`config.mk`:
```
export PLATFORM = sky130hd
export DESIGN_NAME = modbus_frame_tx_seq
export DESIGN_NICKNAME = d
export VERILOG_FILES = /design/src/rtl/modbus_frame_tx_seq.sv
export SDC_FILE = /design/constraint.sdc
export NUM_CORES = 1
export LEC_CHECK = 0
export CAP_MARGIN = 10
export CORE_MARGIN = 8
export CORE_UTILIZATION = 25
export CTS_CLUSTER_SIZE = 10
export DETAILED_ROUTE_END_ITERATION = 10
export HOLD_SLACK_MARGIN = 0.15
export SLEW_MARGIN = 20
export SYNTH_ARGS = -nofsm -noshare
export SYNTH_HDL_FRONTEND = slang
export SYNTH_SLANG_ARGS = --single-unit
```
`constraint.sdc`:
```
create_clock -name sys_clk -period 1.81 [get_ports sys_clk]
set_clock_uncertainty 0.05 [all_clocks]
set_input_delay 0.2715 -clock sys_clk [delete_from_list [all_inputs] [get_ports sys_clk]]
set_output_delay 0.2715 -clock sys_clk [all_outputs]
set_load 0.02 [all_outputs]
```
`src/rtl/modbus_frame_tx_seq.sv`:
```
// Modbus RTU response frame sequencer: streams payload bytes from the frame buffer into
// uart_byte_tx and holds the T3.5 silence before reporting done. CRC append: MODBUS_CRC_APPEND_EN.
module modbus_frame_tx_seq #(
    parameter int unsigned CLK_FREQ  = 50000000,
    parameter int unsigned BAUD_RATE = 115200,
    parameter int unsigned GAP_BITS  = 39
) (
    input  logic       sys_clk,
    input  logic       reset_n,
    input  logic       frame_start,
    input  logic [8:0] frame_len,
    output logic       busy,
    output logic       frame_done,
    output logic       rd_en,
    output logic [7:0] rd_addr,
    input  logic [7:0] rd_data,
    output logic       tx_start,
    output logic [7:0] tx_data,
    input  logic       tx_done
);

    localparam int unsigned BIT_CYC    = CLK_FREQ / BAUD_RATE;
    localparam int unsigned GAP_CYCLES = GAP_BITS * BIT_CYC;
    localparam int unsigned GapW       = (GAP_CYCLES > 1) ? $clog2(GAP_CYCLES + 1) : 1;

    typedef enum logic [2:0] {
        StIdle, StFetch, StLoad, StWaitTx, StCrcLo, StCrcHi, StGap, StDone
    } state_e;

    state_e          state_q, state_d;
    logic [7:0]      idx_q, idx_d;
    logic [7:0]      last_q, last_d;
    logic [GapW-1:0] gap_q, gap_d;
    logic            tx_start_q, tx_start_d;
    logic [7:0]      tx_data_q, tx_data_d;
    logic            start_ok;

    assign start_ok = frame_start && (frame_len != 9'd0);

`ifdef MODBUS_CRC_APPEND_EN
    logic [15:0] crc_q, crc_d;
    logic [7:0]  crc_sh_q, crc_sh_d;
    logic [3:0]  crc_bits_q, crc_bits_d;
    logic        crc_fb;

    // One bit per clock while the UART is busy shifting the byte out.
    always_comb begin
        crc_d      = crc_q;
        crc_sh_d   = crc_sh_q;
        crc_bits_d = crc_bits_q;
        crc_fb     = crc_q[0] ^ crc_sh_q[0];
        if (state_q == StIdle && start_ok) begin
            crc_d = 16'hFFFF;
        end else if (state_q == StLoad) begin
            crc_sh_d   = rd_data;
            crc_bits_d = 4'd0;
        end else if (state_q == StWaitTx && crc_bits_q != 4'd8) begin
            crc_d      = {1'b0, crc_q[15:1]} ^ (crc_fb ? 16'hA001 : 16'h0000);
            crc_sh_d   = {1'b0, crc_sh_q[7:1]};
            crc_bits_d = crc_bits_q + 4'd1;
        end
    end

    always_ff @(posedge sys_clk or negedge reset_n) begin
        if (!reset_n) begin
            crc_q      <= 16'hFFFF;
            crc_sh_q   <= 8'h00;
            crc_bits_q <= 4'd0;
        end else begin
            crc_q      <= crc_d;
            crc_sh_q   <= crc_sh_d;
            crc_bits_q <= crc_bits_d;
        end
    end
`endif

    always_comb begin
        state_d    = state_q;
        idx_d      = idx_q;
        last_d     = last_q;
        gap_d      = gap_q;
        tx_start_d = 1'b0;
        tx_data_d  = tx_data_q;
        unique case (state_q)
            StIdle: begin
                if (start_ok) begin
                    last_d  = (frame_len > 9'd256) ? 8'd255 : 8'(frame_len - 9'd1);
                    idx_d   = 8'd0;
                    state_d = StFetch;
                end
            end
            StFetch: state_d = StLoad;
            StLoad: begin
                tx_data_d  = rd_data;
                tx_start_d = 1'b1;
                state_d    = StWaitTx;
            end
            StWaitTx: begin
                if (tx_done) begin
                    if (idx_q != last_q) begin
                        idx_d   = idx_q + 8'd1;
                        state_d = StFetch;
                    end else begin
`ifdef MODBUS_CRC_APPEND_EN
                        tx_data_d  = crc_q[7:0];
                        tx_start_d = 1'b1;
                        state_d    = StCrcLo;
`else
                        gap_d   = '0;
                        state_d = StGap;
`endif
                    end
                end
            end
`ifdef MODBUS_CRC_APPEND_EN
            StCrcLo: begin
                if (tx_done) begin
                    tx_data_d  = crc_q[15:8];
                    tx_start_d = 1'b1;
                    state_d    = StCrcHi;
                end
            end
            StCrcHi: begin
                if (tx_done) begin
                    gap_d   = '0;
                    state_d = StGap;
                end
            end
`endif
            StGap: begin
                if (gap_q == GapW'(GAP_CYCLES - 1)) begin
                    state_d = StDone;
                end else begin
                    gap_d = gap_q + GapW'(1);
                end
            end
            StDone:  state_d = StIdle;
            default: state_d = StIdle;
        endcase
    end

    always_ff @(posedge sys_clk or negedge reset_n) begin
        if (!reset_n) begin
            state_q    <= StIdle;
            idx_q      <= 8'd0;
            last_q     <= 8'd0;
            gap_q      <= '0;
            tx_start_q <= 1'b0;
            tx_data_q  <= 8'h00;
        end else begin
            state_q    <= state_d;
            idx_q      <= idx_d;
            last_q     <= last_d;
            gap_q      <= gap_d;
            tx_start_q <= tx_start_d;
            tx_data_q  <= tx_data_d;
        end
    end

    assign busy       = (state_q != StIdle) && (state_q != StDone);
    assign frame_done = (state_q == StDone);
    assign rd_en      = (state_q == StFetch);
    assign rd_addr    = idx_q;
    assign tx_start   = tx_start_q;
    assign tx_data    = tx_data_q;

endmodule

```
# ---- After elaboration in Yosys (flattened, before gate mapping)
# Cells that the tools add are included.
dict set report word_totals {
  regBits 43
  out_inout_bits 20
}
dict set report classes {
  add_sub_neg 3
  magnitude_cmp 1
  n_eq_ne 14
  mux 15
  reduce_logical 11
}
# cell n
set op_table {}
lappend op_table {{2-to-1 mux 15 bit} 3}
lappend op_table {{2-to-1 mux 8 bit} 4}
lappend op_table {{one-hot mux 15 bit (2 select lines)} 1}
lappend op_table {{one-hot mux 8 bit (2 select lines)} 1}
lappend op_table {{adder 15 x 1 -> 15 bit, second input constant} 1}
lappend op_table {{== test 15 bit, second input constant} 1}
lappend op_table {{one-hot mux 3 bit (5 select lines)} 1}
lappend op_table {{2-to-1 mux 3 bit} 4}
lappend op_table {{!= test 2 bit, second input constant} 6}
lappend op_table {{> comparator 9 bit, second input constant} 1}
lappend op_table {{nonzero test 9 bit} 1}
lappend op_table {{adder 8 x 1 -> 8 bit, second input constant} 1}
lappend op_table {{!= test 8 bit} 1}
lappend op_table {{AND reduction 4 bit} 2}
lappend op_table {{subtractor 8 x 1 -> 8 bit, second input constant} 1}
lappend op_table {{== test 3 x 2 -> 1 bit, second input constant} 2}
lappend op_table {{== test 3 bit, second input constant} 2}
lappend op_table {{nonzero test 2 bit} 2}
lappend op_table {{== test 3 x 1 -> 1 bit, second input constant} 1}
lappend op_table {{zero test 3 bit} 1}
lappend op_table {{!= test 3 bit, second input constant} 1}
lappend op_table {{AND reduction 3 bit} 1}
lappend op_table {{nonzero test 3 bit} 1}
lappend op_table {{logical AND 1 bit} 2}
lappend op_table {{2 further kinds} 2}

# ---- Longest topological paths before layout
# Gate-level depths: netlist of run 1.
dict set report logic_depth {
  ltp_word 4
  mapped_depth 7
  mapped_depth_nobuf 6
}

# ---- Worst setup path before layout of run 1
# Ideal clock, no wire load.
dict set report synth_path {
  kind {reg2reg}
  from {reg gap_q[1]}
  to {reg gap_q[2]}
  arrival_time_ns 1.708
  setup_slack_ns -0.082
  stages_incl_launch_ff 8
  synth_period_minus_slack_ns 1.892
  cell_sequence {dfrtp_1 inv_1 ha_1 or4b_1 nor4_4 buf_6 or2b_2 o22ai_2}
}
dict set report synth_via {
  elab_chain_cells 3
  elab_cells_between_ends 6
}
# item line_no
set synth_rtl {}
lappend synth_rtl {{start: declaration} 33} ;# logic [GapW-1:0] gap_q, gap_d;
lappend synth_rtl {{start signal: assignment} 154} ;# gap_q <= gap_d;
lappend synth_rtl {{adder 15 x 1 -> 15 bit or == test 15 bit (tied branches)} {134, 131}}
lappend synth_rtl {{2-to-1 mux 15 bit or != test 2 bit (tied branches)} --}
lappend synth_rtl {{one-hot mux 15 bit (2 select lines) or AND reduction 4 bit (tied branches)} --}
# Parallel ways exist; a longest one is shown, timed or not. The select of a mux whose other input is x is not followed.
# A chain may end at the register's enable or synchronous reset.

# ---- Final worst setup path of run 1
dict set report layout_path {
  from {reg gap_q[12]}
  to {reg state_q[0]}
}
dict set report layout_via {
  elab_chain_cells 3
}
# item line_no
set layout_rtl {}
lappend layout_rtl {{== test 15 bit} 131} ;# if (gap_q == GapW'(GAP_CYCLES - 1)) begin
lappend layout_rtl {{!= test 2 bit (no source line)} --}
lappend layout_rtl {{AND reduction 3 bit (no source line)} --}
lappend layout_rtl {{end signal: assignment} 144} ;# state_q <= StIdle;
lappend layout_rtl {{end signal: assignment} 151} ;# state_q <= state_d;
lappend layout_rtl {{end: declaration} 30} ;# state_e state_q, state_d;
# Every way passes these cells.

==> metrics, run 1 <==
max_slew headroom a little over three fifths; post-route DRC violation count 0; critical path endpoint category register; count of pins over their slew limit 0; hold slack final 0.464 ns; clk sink count 43; Seq/Total Area, Yosys 43.2%; top_reg_cell synth dfrtp_1; post-route clock period utilization 104%; Bufs and invs on worst path 1; FP Rows 36; hold path startpoint tx_data[6]; post-synthesis compound-gate area fraction 15.0%; I/O Pins 41; CP max stage cell or4b_4; RSZ-0062 raised after global routing true; final WL 6410 µm; run status complete, but fails checks; Fmax 0.533 GHz; crit path cell chain or4b_4, nor4_4, buf_4, nand2b_1, a311o_1; met3 usage in global routing 1.72%; layout cells sized above 1 33.0%; largest area contributor in the netlist dfrtp_1; Syn Nets 280; NumNets Final 375; violated checks setup timing; synthesized-area fraction occupied by adder cells 2.51%; Post-synth EDFFs 0; share of the synthesized area in the top cell type 43.2%; CTS H-tree lvls 2; post-DP HPWL 4740 µm; Synth Area in XOR/XNOR 4.92%; Num CTS Buffers 5; initial antenna violation count 0; Max IR drop VDD 643 µV; diodes inserted 0; slowest stage delay, CP 0.57 ns; Async SR Flop Fraction 100%; largest family of logic cells by synthesized area simple AND/OR/NAND/NOR gates; minimum clock period roughly 1.9 ns; commonest non-fill, non-tap cell in the layout buf_4; Final setup viols 9; CP delay by family, top simple AND/OR/NAND/NOR gates; Crit Path Max Fanout 6; Startpoint Class register; Avg WL per Cell 13.3 µm; Required @ worst endpoint 1.99 ns; pin count of the biggest net entering global routing 44; Worst-Margin Slew ~0.56 ns; GRT busiest layer met2; first-pass GRT wire length 10500 µm; top cells by area, synth dfrtp_1 43%, a21oi_1 4.6%, xor2_1 4.2%; max cap viols 0; yosys warns 0; Final ANT Viol Nets 0; First-pass DRT Iterations 4; Leak 0.00153 µW; Area Growth Syn to Fin 48.2%; WS Path Type reg2reg; Setup crit start gap_q[12]; core footprint 9730 µm²; met1 Usage GRT a little under an eighth; aggregate global routing overflow 0; Netlist Area Pre-Place 2490 µm²; Unique masters post-synth 49; worst setup margin -0.0671 ns; fill cell count 1016; mux contribution to synthesized area between 6 and 7%; Die X about 120 µm; routability cong. 0.778; initial DRC count 77; gr usage total 9.45%; root buffer cell clkbuf_8; Max clock buf depth 2; Avg Cell Area, Syn 9.81 µm²; Cell Pwr Density 969 nW/µm²; met2 usage 16.0%; CTS tree built; setup TNS -0.234 ns; Vias ~2300; Critical Path AT 2.06 ns; die area 13400 µm²; most frequent cells in the layout 52 x buf_4, 41 x dfrtp_1, 36 x clkdlybuf4s50_1; Reg2Reg Launch Point gap_q[12]; post-synthesis simple-gate area fraction 24.2%; post-DR vias/cell 4.72; Fin. Hold Viols 0; number of buffers added on ports 40; clk_lat worst skew 0.29 ns; Post-Synthesis Cells approximately 250; Seq cells post-synth 43; number of global-route vias before repair 2302; hold crit path type reg2reg; Starting Density 25.6%; die height between 100 and 150 µm; clock-pin slew on the worst setup and hold paths 0.08 ns
-- worst paths after layout --
kind | end | slack (ns) | cells after the start
setup reg to reg | state_q[0] | -0.07 | 5
hold / removal | tx_data[6] | 0.46 | 1
hold reg to reg | tx_data[6] | 0.46 | 1
min in group asynchronous | rd_addr[2] | 0.55 | 3
max in group asynchronous | state_q[0] | 0.75 | 3
setup / recovery | state_q[0] | -0.07 | 5
-- registers in the layout (all words and copies together) (netlist names) --
signal / cells
gap_q: 15
last_q: 8
rd_addr: 8
state_q: 3
tx_data: 8
tx_start: 1
-- synthesized netlist by cell type, types with 2 or more instances --
library cell	n
mux2i_1	7
xnor2_1	2
clkbuf_1	4
mux2_2	8
or4_1	8
dfrtp_1	43
nand3_1	11
or3_1	4
and3_1	4
or4b_1	3
o22ai_2	2
xor2_1	12
nand2b_1	5
nor4_1	2
a211oi_1	2
o21ai_1	9
a21oi_1	23
nand4_1	5
nor3_1	7
nand2_1	24
and4_1	2
ha_1	5
o31ai_1	9
buf_2	6
inv_1	8
o211ai_2	2
a21oi_2	3
nor2_1	13
-- where the power goes --
group | switching, µW | leakage [µW] | internal [µW] | total (µW)
Clock | 322 | 0.0000361 | 257 | 579
Combinational | 785 | 0.00103 | 824 | 1610
Sequential | 177 | 0.000460 | 1210 | 1390
Total | 1280 | 0.00153 | 2290 | 3580
-- cell type report --
cell class / count / area [µm²] / area share, %
sequential: 43 / 1080 / 29.2
clock buffer: 5 / 68.8 / 1.86
clock inverter: 1 / 7.51 / 0.203
inverter: 8 / 30.0 / 0.814
timing repair buffer: 100 / 878 / 23.8
multi-input combinational: 191 / 1460 / 39.6
tap: 133 / 166 / 4.51
-- layer usage --
layer | up-vias | part of all wire [%] | wire length [µm]
li1 | 1129 | - | -
met1 | 1099 | 44 | 2830
met2 | 32 | 51 | 3280
met3 | 9 | 2.8 | 181
met4 | 0 | 1.7 | 108
met5 | - | 0 | 0
-- kinds of logic after synthesis --
group | after synthesis
AOI/OAI and AO/OA | 56
xor gates and xnor gates | 14
adders and majority gates | 5
buffers and inverters | 20
DFF | 43
muxes | 15
and+or+nand+nor | 101
-- through the flow --
stage,instances,utilization [%],power [µW],worst slack [ns],cell area [µm²]
floorplan,254,-,2190,0.00211,2500
global placement,471,35.4,2930,-0.211,3440
detailed placement,471,35.4,2970,-0.303,3440
CTS,478,36.4,3560,-0.0765,3540
global route,481,37.9,3810,-0.151,3690
finish,481,37.9,3580,-0.0671,3690
-- timing repair --
action,in CTS,in global routing
gates cloned,0,0
hold buffers,1,0
endpoints found under the hold margin,43,0
buffers inserted,0,3
pin swaps,2,19
endpoints found under the setup margin,14,32
gates resized for setup,8,30
Note: power is estimated with default switching activity, not from simulation.
==> run 2: changes to the inputs <==
--- a/config.mk
+++ b/config.mk
@@ -5,12 +5,16 @@
 export SDC_FILE = /design/constraint.sdc
 export NUM_CORES = 1
 export LEC_CHECK = 0
+export ABC_AREA = 0
 export CAP_MARGIN = 10
+export CELL_PAD_IN_SITES_DETAIL_PLACEMENT = 1
+export CELL_PAD_IN_SITES_GLOBAL_PLACEMENT = 2
 export CORE_MARGIN = 8
 export CORE_UTILIZATION = 25
 export CTS_CLUSTER_SIZE = 10
 export DETAILED_ROUTE_END_ITERATION = 10
 export HOLD_SLACK_MARGIN = 0.15
+export PLACE_DENSITY_LB_ADDON = 0.1
 export SLEW_MARGIN = 20
 export SYNTH_ARGS = -nofsm -noshare
 export SYNTH_HDL_FRONTEND = slang
==> constraint.sdc (replaced) <==
create_clock -name sys_clk -period 1.81 [get_ports sys_clk]
set_clock_uncertainty 0.05 [all_clocks]
set_input_delay 0.362 -clock sys_clk [delete_from_list [all_inputs] [get_ports sys_clk]]
set_output_delay 0.362 -clock sys_clk [all_outputs]
set_load 0.02 [all_outputs]
==> run 2 against run 1 <==
The flow still finishes with violations (setup timing). Clock-buffer cell count is the same. Sequential cell count is the same. Final area rose by 2.9%. Worst setup slack worse by 0.043 ns. Final cell count grew 1.9%. Register-to-register slack worse by 0.04 ns. Clock power increased by 31%. Utilization rose by 1.1 points. Critical path depth up 1. Non-clock buffer count is 8 higher. Combinational power about the same. Global-route usage grew 2.3 points. Critical endpoint is now gap_q[10]. Largest power group unchanged. Highest routed layer unchanged.
==> metrics, run 2 (synthesized netlist as in run 1, its figures left out) <==
run status complete, but fails checks; violated checks setup timing; post-DR vias/cell 4.67 (-1.0%); Vias 2288 (+0.84%); post-DP HPWL 5580 µm (+18%); hold crit path type reg2reg; fill cell count 1134 (+12%); Startpoint Class register; aggregate global routing overflow 0 (unchanged); r2r setup slk -0.11 ns (-0.04 ns); max cap viols 0 (unchanged); gr usage total 11.7% (+2.3 points); final WL 7550 µm (+18%); Starting Density 25.6% (unchanged); hold path cells 1 (unchanged); Worst Hold Path EP tx_data[2]; number of buffers added on ports 40 (unchanged); Post-DP Area 3470 µm² (+0.69%); first-pass GRT wire length 12600 µm (+20%); RSZ-0062 raised after global routing true; Max IR drop VDD 387 µV (-40%); Critical Path AT 2.05 ns (about the same); post-route DRC violation count 0 (unchanged); die area 13400 µm² (unchanged); final instance area 3800 µm² (+2.9%); initial antenna violation count 0 (unchanged); number of global-route vias before repair 2466 (+7.1%); critical path endpoint category register; Max clock buf depth 2 (unchanged); root buffer cell clkbuf_8; I/O Pins 41 (unchanged); setup TNS -0.895 ns (-0.661 ns); Crit Path Max Fanout 8 (+2); CTS tree built; minimum clock period 1.92 ns (+0.0433 ns); Leak 0.00161 µW (+5.6%); die height 116 µm (unchanged); count of pins over their slew limit 0 (unchanged); diodes inserted 0 (unchanged); Worst-Margin Slew 0.373 ns (-0.191 ns); Reg2Reg Launch Point gap_q[12]; clk_lat worst skew 0.30 ns (about the same); most flop-heavy register gap_q; most frequent cells in the layout 58 x buf_4, 40 x dfrtp_1, 27 x clkdlybuf4s50_1; commonest non-fill, non-tap cell in the layout buf_4; WS Path Type reg2reg; clock-pin slew on the worst setup and hold paths 0.09 ns (about the same); Cell Pwr Density 992 nW/µm² (+2.4%); Num CTS Buffers 5 (unchanged); NumNets Final 383 (+2.1%); routability cong. 0.718 (-7.8%); post-route clock period utilization 106% (+2.4 points); hold path startpoint tx_data[2]; First-pass DRT Iterations 4 (unchanged); Die X 116 µm (unchanged); DP Worst Slack -0.369 ns (-0.0661 ns); FP Rows 36 (unchanged); Reg2Reg Depth 6 (+1); r2r endpoint gap_q[10]; Final Core Density 39.1% (+1.1 points); initial DRC count 71 (-7.8%); clk sink count 43 (unchanged); CTS H-tree lvls 2 (unchanged); layout cells sized above 1 34.7% (+1.7 points); core footprint 9730 µm² (unchanged); Area Growth Syn to Fin 52.5%; Fmax 0.521 GHz (-2.3%); worst setup margin -0.110 ns (-0.0433 ns); pin count of the biggest net entering global routing 44 (unchanged); max_slew headroom 74.9% (+13 points); max FFs per register 15 (unchanged); Final setup viols 15 (+6); Avg WL per Cell 15.4 µm (+16%); Fin. Hold Viols 0 (unchanged); Required @ worst endpoint 1.94 ns (-0.05 ns); Final ANT Viol Nets 0 (unchanged)
-- run 2: changes by cell type in the layout (fill, tap and decap cells not counted), sizes merged --
cell           change
dlymetal6s2s       +1
buf                +9
bufinv             +1
clkdlybuf4s15      +1
dlygate4sd2        +6
clkdlybuf4s50      -9
-- run 2: power by group --
group	leakage, µW	internal (µW)	switching [µW]
logic	0.00110	799	803
clock network	0.0000502	404	356
registers	0.000458	1210	196
-- run 2: worst max-delay path by stage --
stage                            start         end  slack (ns)  depth (start not counted)
after floorplan               gap_q[5]    gap_q[2]       0.006                          5
final                        gap_q[12]   gap_q[10]       -0.11                          6
after global routing          gap_q[1]    gap_q[5]       -0.19                          7
after CTS                     gap_q[1]  state_q[0]       -0.08                          7
after detailed placement  frame_len[1]  rd_addr[0]       -0.37                          9
after global placement    frame_len[0]  rd_addr[6]       -0.28                          9
-- run 2: area by class of cell --
cell class	instances	area, µm²	area share [%]
multi-input cells	191	1450	38.2
flip-flops and latches	43	1080	28.4
repair buffers	108	966	25.4
well taps	133	166	4.38
clock buffers	5	68.8	1.81
clock inverters	2	37.5	0.988
inverters	8	30.0	0.790
-- run 2: per-stage QoR --
| stage | hold slack (ns) | cells | power, µW |
|---|---|---|---|
| global route | 0.494 | 490 | 4020 |
| finish | 0.462 | 490 | 3770 |
| detailed placement | 0.315 | 471 | 3020 |
| floorplan | 0.0164 | 254 | 2200 |
| global placement | 0.317 | 471 | 3000 |
| CTS | 0.468 | 481 | 3780 |
-- run 2: per-layer routing --
metal  track usage [%]  share of wire, %  vias up
met4              2.85              0.90        0
met5                 0                 0        -
li1                  -                 -     1132
met3              2.34               2.3        5
met2              19.8                51       20
met1              14.9                46     1131
-- run 2: timing repair --
item / CTS / global route
gates cloned: 0 / 2
buffers inserted: 2 / 7
endpoints found under the setup margin: 34 / 35
gates resized for setup: 22 / 31
hold endpoints to repair: 43 / 0
pin swaps: 0 / 8
hold buffers: 1 / 0
-- run 2: critical path, cell delays in order, from the launching register on --
cell	delay, ns
dfrtp_1	0.41
or4b_4	0.55
buf_6	0.14
nor3_4	0.28
clkbuf_16	0.21
or4_1	0.10
a21oi_1	0.05
==> run 3: changes to the inputs <==
--- a/config.mk
+++ b/config.mk
@@ -10,7 +10,7 @@
 export CELL_PAD_IN_SITES_DETAIL_PLACEMENT = 1
 export CELL_PAD_IN_SITES_GLOBAL_PLACEMENT = 2
 export CORE_MARGIN = 8
-export CORE_UTILIZATION = 25
+export CORE_UTILIZATION = 30
 export CTS_CLUSTER_SIZE = 10
 export DETAILED_ROUTE_END_ITERATION = 10
 export HOLD_SLACK_MARGIN = 0.15
==> run 3 against run 2 <==
The run still ends with setup timing left. Clock-buffer cell count increased by 1. Power is 5.5% lower. Non-clock buffer count down 9. Clock power fell by 18%. Critical path type unchanged. Worst setup slack improved by 0.087 ns. Sequential share of layout area rose by 1.1 points.
==> metrics, run 3 (synthesized netlist as in run 1, its figures left out) <==
hold slack final 0.326 ns (-0.136 ns); Critical Path AT 2.03 ns (-0.02 ns); Avg WL per Cell 15.5 µm (+0.33%); setup TNS -0.0572 ns (+0.838 ns); initial antenna violation count 0 (unchanged); I/O Pins 41 (unchanged); RSZ-0062 raised after global routing true; hold crit path type in2reg; clk_lat worst skew 0.30 ns (about the same); violated checks setup timing; post-DR vias/cell 5.03 (+7.7%); layout cells sized above 1 33.5% (-1.2 points); Post-DP Area 3420 µm² (-1.4%); final WL 7020 µm (-7.0%); clk sink count 43 (unchanged); Reg2Reg Depth 7 (+1); switch share 36.6% (+0.63 points); DP Worst Slack -0.363 ns (+0.00659 ns); NumNets Final 374 (-2.3%); CP max stage cell or4b_4; post-DP HPWL 5390 µm (-3.3%); Die X 107 µm (-7.5%); Fin. Hold Viols 0 (unchanged); number of buffers added on ports 40 (unchanged); max cap viols 0 (unchanged); Worst Hold Path EP last_q[0]; Leak 0.00158 µW (-2.2%); diodes inserted 0 (unchanged); Final setup viols 5 (-10); most flop-heavy register gap_q; die height 107 µm (-7.5%); first-pass GRT wire length 12100 µm (-3.8%); clock power share 17.4% (-2.8 points); slowest stage delay, CP 0.50 ns (-0.05 ns); critical path endpoint category register; Area Growth Syn to Fin 46.7%; hold path startpoint frame_len[0]; Int Power 2260 µW (-6.4%); post-route DRC violation count 0 (unchanged); number of global-route vias before repair 2455 (-0.45%); Starting Density 30.6% (+5.0 points); r2r setup slk -0.02 ns (+0.09 ns); Setup crit start gap_q[1]; max FFs per register 15 (unchanged); die area 11500 µm² (-14%); gr usage total 12.9% (+1.1 points); Vias 2283 (-0.22%); Sw Pwr 1300 µW (-3.8%); Reg2Reg Launch Point gap_q[1]; clock-pin slew on the worst setup and hold paths 0.09 ns (about the same); combinational cell fraction of total power 43.4% (+0.9 points); Final Core Density 44.9% (+5.9 points); worst setup margin -0.0229 ns (+0.0875 ns); crit path cell chain inv_1, ha_1, or4b_4, nor4_4, buf_6, nand2b_4, a311o_1; Fmax 0.546 GHz (+4.8%); run status complete, but fails checks; final instance area 3650 µm² (-3.8%); post-route clock period utilization 101% (-4.8 points); Crit Path Max Fanout 12 (+4); initial DRC count 53 (-25%); routability cong. 0.703 (-2.0%); max_slew headroom 69.5% (-5.4 points); FP Rows 33 (-8.3%); Sequential Power Share 39.2% (+1.9 points); Max clock buf depth 2 (unchanged); fill cell count 927 (-18%); commonest non-fill, non-tap cell in the layout buf_4; Max IR drop VDD 642 µV (+66%); pin count of the biggest net entering global routing 27 (-39%); Startpoint Class register; core footprint 8130 µm² (-16%); WS Path Type reg2reg; root buffer cell clkbuf_8; count of pins over their slew limit 0 (unchanged); CTS H-tree lvls 2 (unchanged); Final ANT Viol Nets 0 (unchanged); Cell Pwr Density 975 nW/µm² (-1.7%); r2r endpoint state_q[0]; most frequent cells in the layout 49 x buf_4, 40 x dfrtp_1, 26 x clkdlybuf4s50_1; Worst-Margin Slew 0.457 ns (+0.0841 ns); Required @ worst endpoint 2.01 ns (+0.07 ns); hold path cells 3 (+2); First-pass DRT Iterations 4 (unchanged); minimum clock period 1.83 ns (-0.0875 ns); Num CTS Buffers 5 (unchanged); aggregate global routing overflow 0 (unchanged); CTS tree built
-- run 3: worst max-delay path by stage --
stage                       endpoint  cells after the start
after floorplan             gap_q[2]                      5
after global placement    rd_addr[5]                      9
after detailed placement  rd_addr[5]                      9
after CTS                 state_q[0]                      7
after global routing      state_q[0]                      7
final                     state_q[0]                      7
-- run 3: critical path, delay by kind of cell, from the launching register on --
| kind | cells | cell delay [ns] |
|---|---|---|
| simple gates | 3 | 0.80 |
| flops | 1 | 0.38 |
| buf+inv | 2 | 0.24 |
| fa+ha+maj | 1 | 0.15 |
| compound gates | 1 | 0.15 |
-- run 3: power groups by stage --
stage,logic (µW),clock network [µW],registers [µW]
floorplan,620,0,1580
global placement,1570,0,1410
detailed placement,1590,0,1420
CTS,1570,658,1410
global route,1690,684,1440
finish,1550,620,1400
-- run 3: final cells by class --
type	instances	area, µm²	share of cell area (%)
Sequential cell	43	1080	29.5
Clock inverter	2	12.5	0.342
Multi-Input combinational cell	191	1460	39.9
Timing Repair Buffer	99	870	23.8
Inverter	8	30.0	0.822
Tap cell	105	131	3.59
Clock buffer	6	72.6	1.99
-- run 3: through the flow --
step	cells	power [µW]
floorplan	254	2200
global placement	443	2980
detailed placement	443	3020
CTS	453	3630
global route	454	3820
finish	454	3560
-- run 3: per-layer routing --
layer	wire [µm]	global-route usage, %
met5	0	0
met4	76	3.62
met3	258	3.18
met2	3380	20.9
met1	3300	16.5
-- run 3: timing repair --
item,CTS,global route
cloned,0,1
setup endpoints to repair,31,35
hold buffers,1,0
resized for setup,24,30
setup buffers,1,0
pin swaps,5,11
hold endpoints to repair,17,0
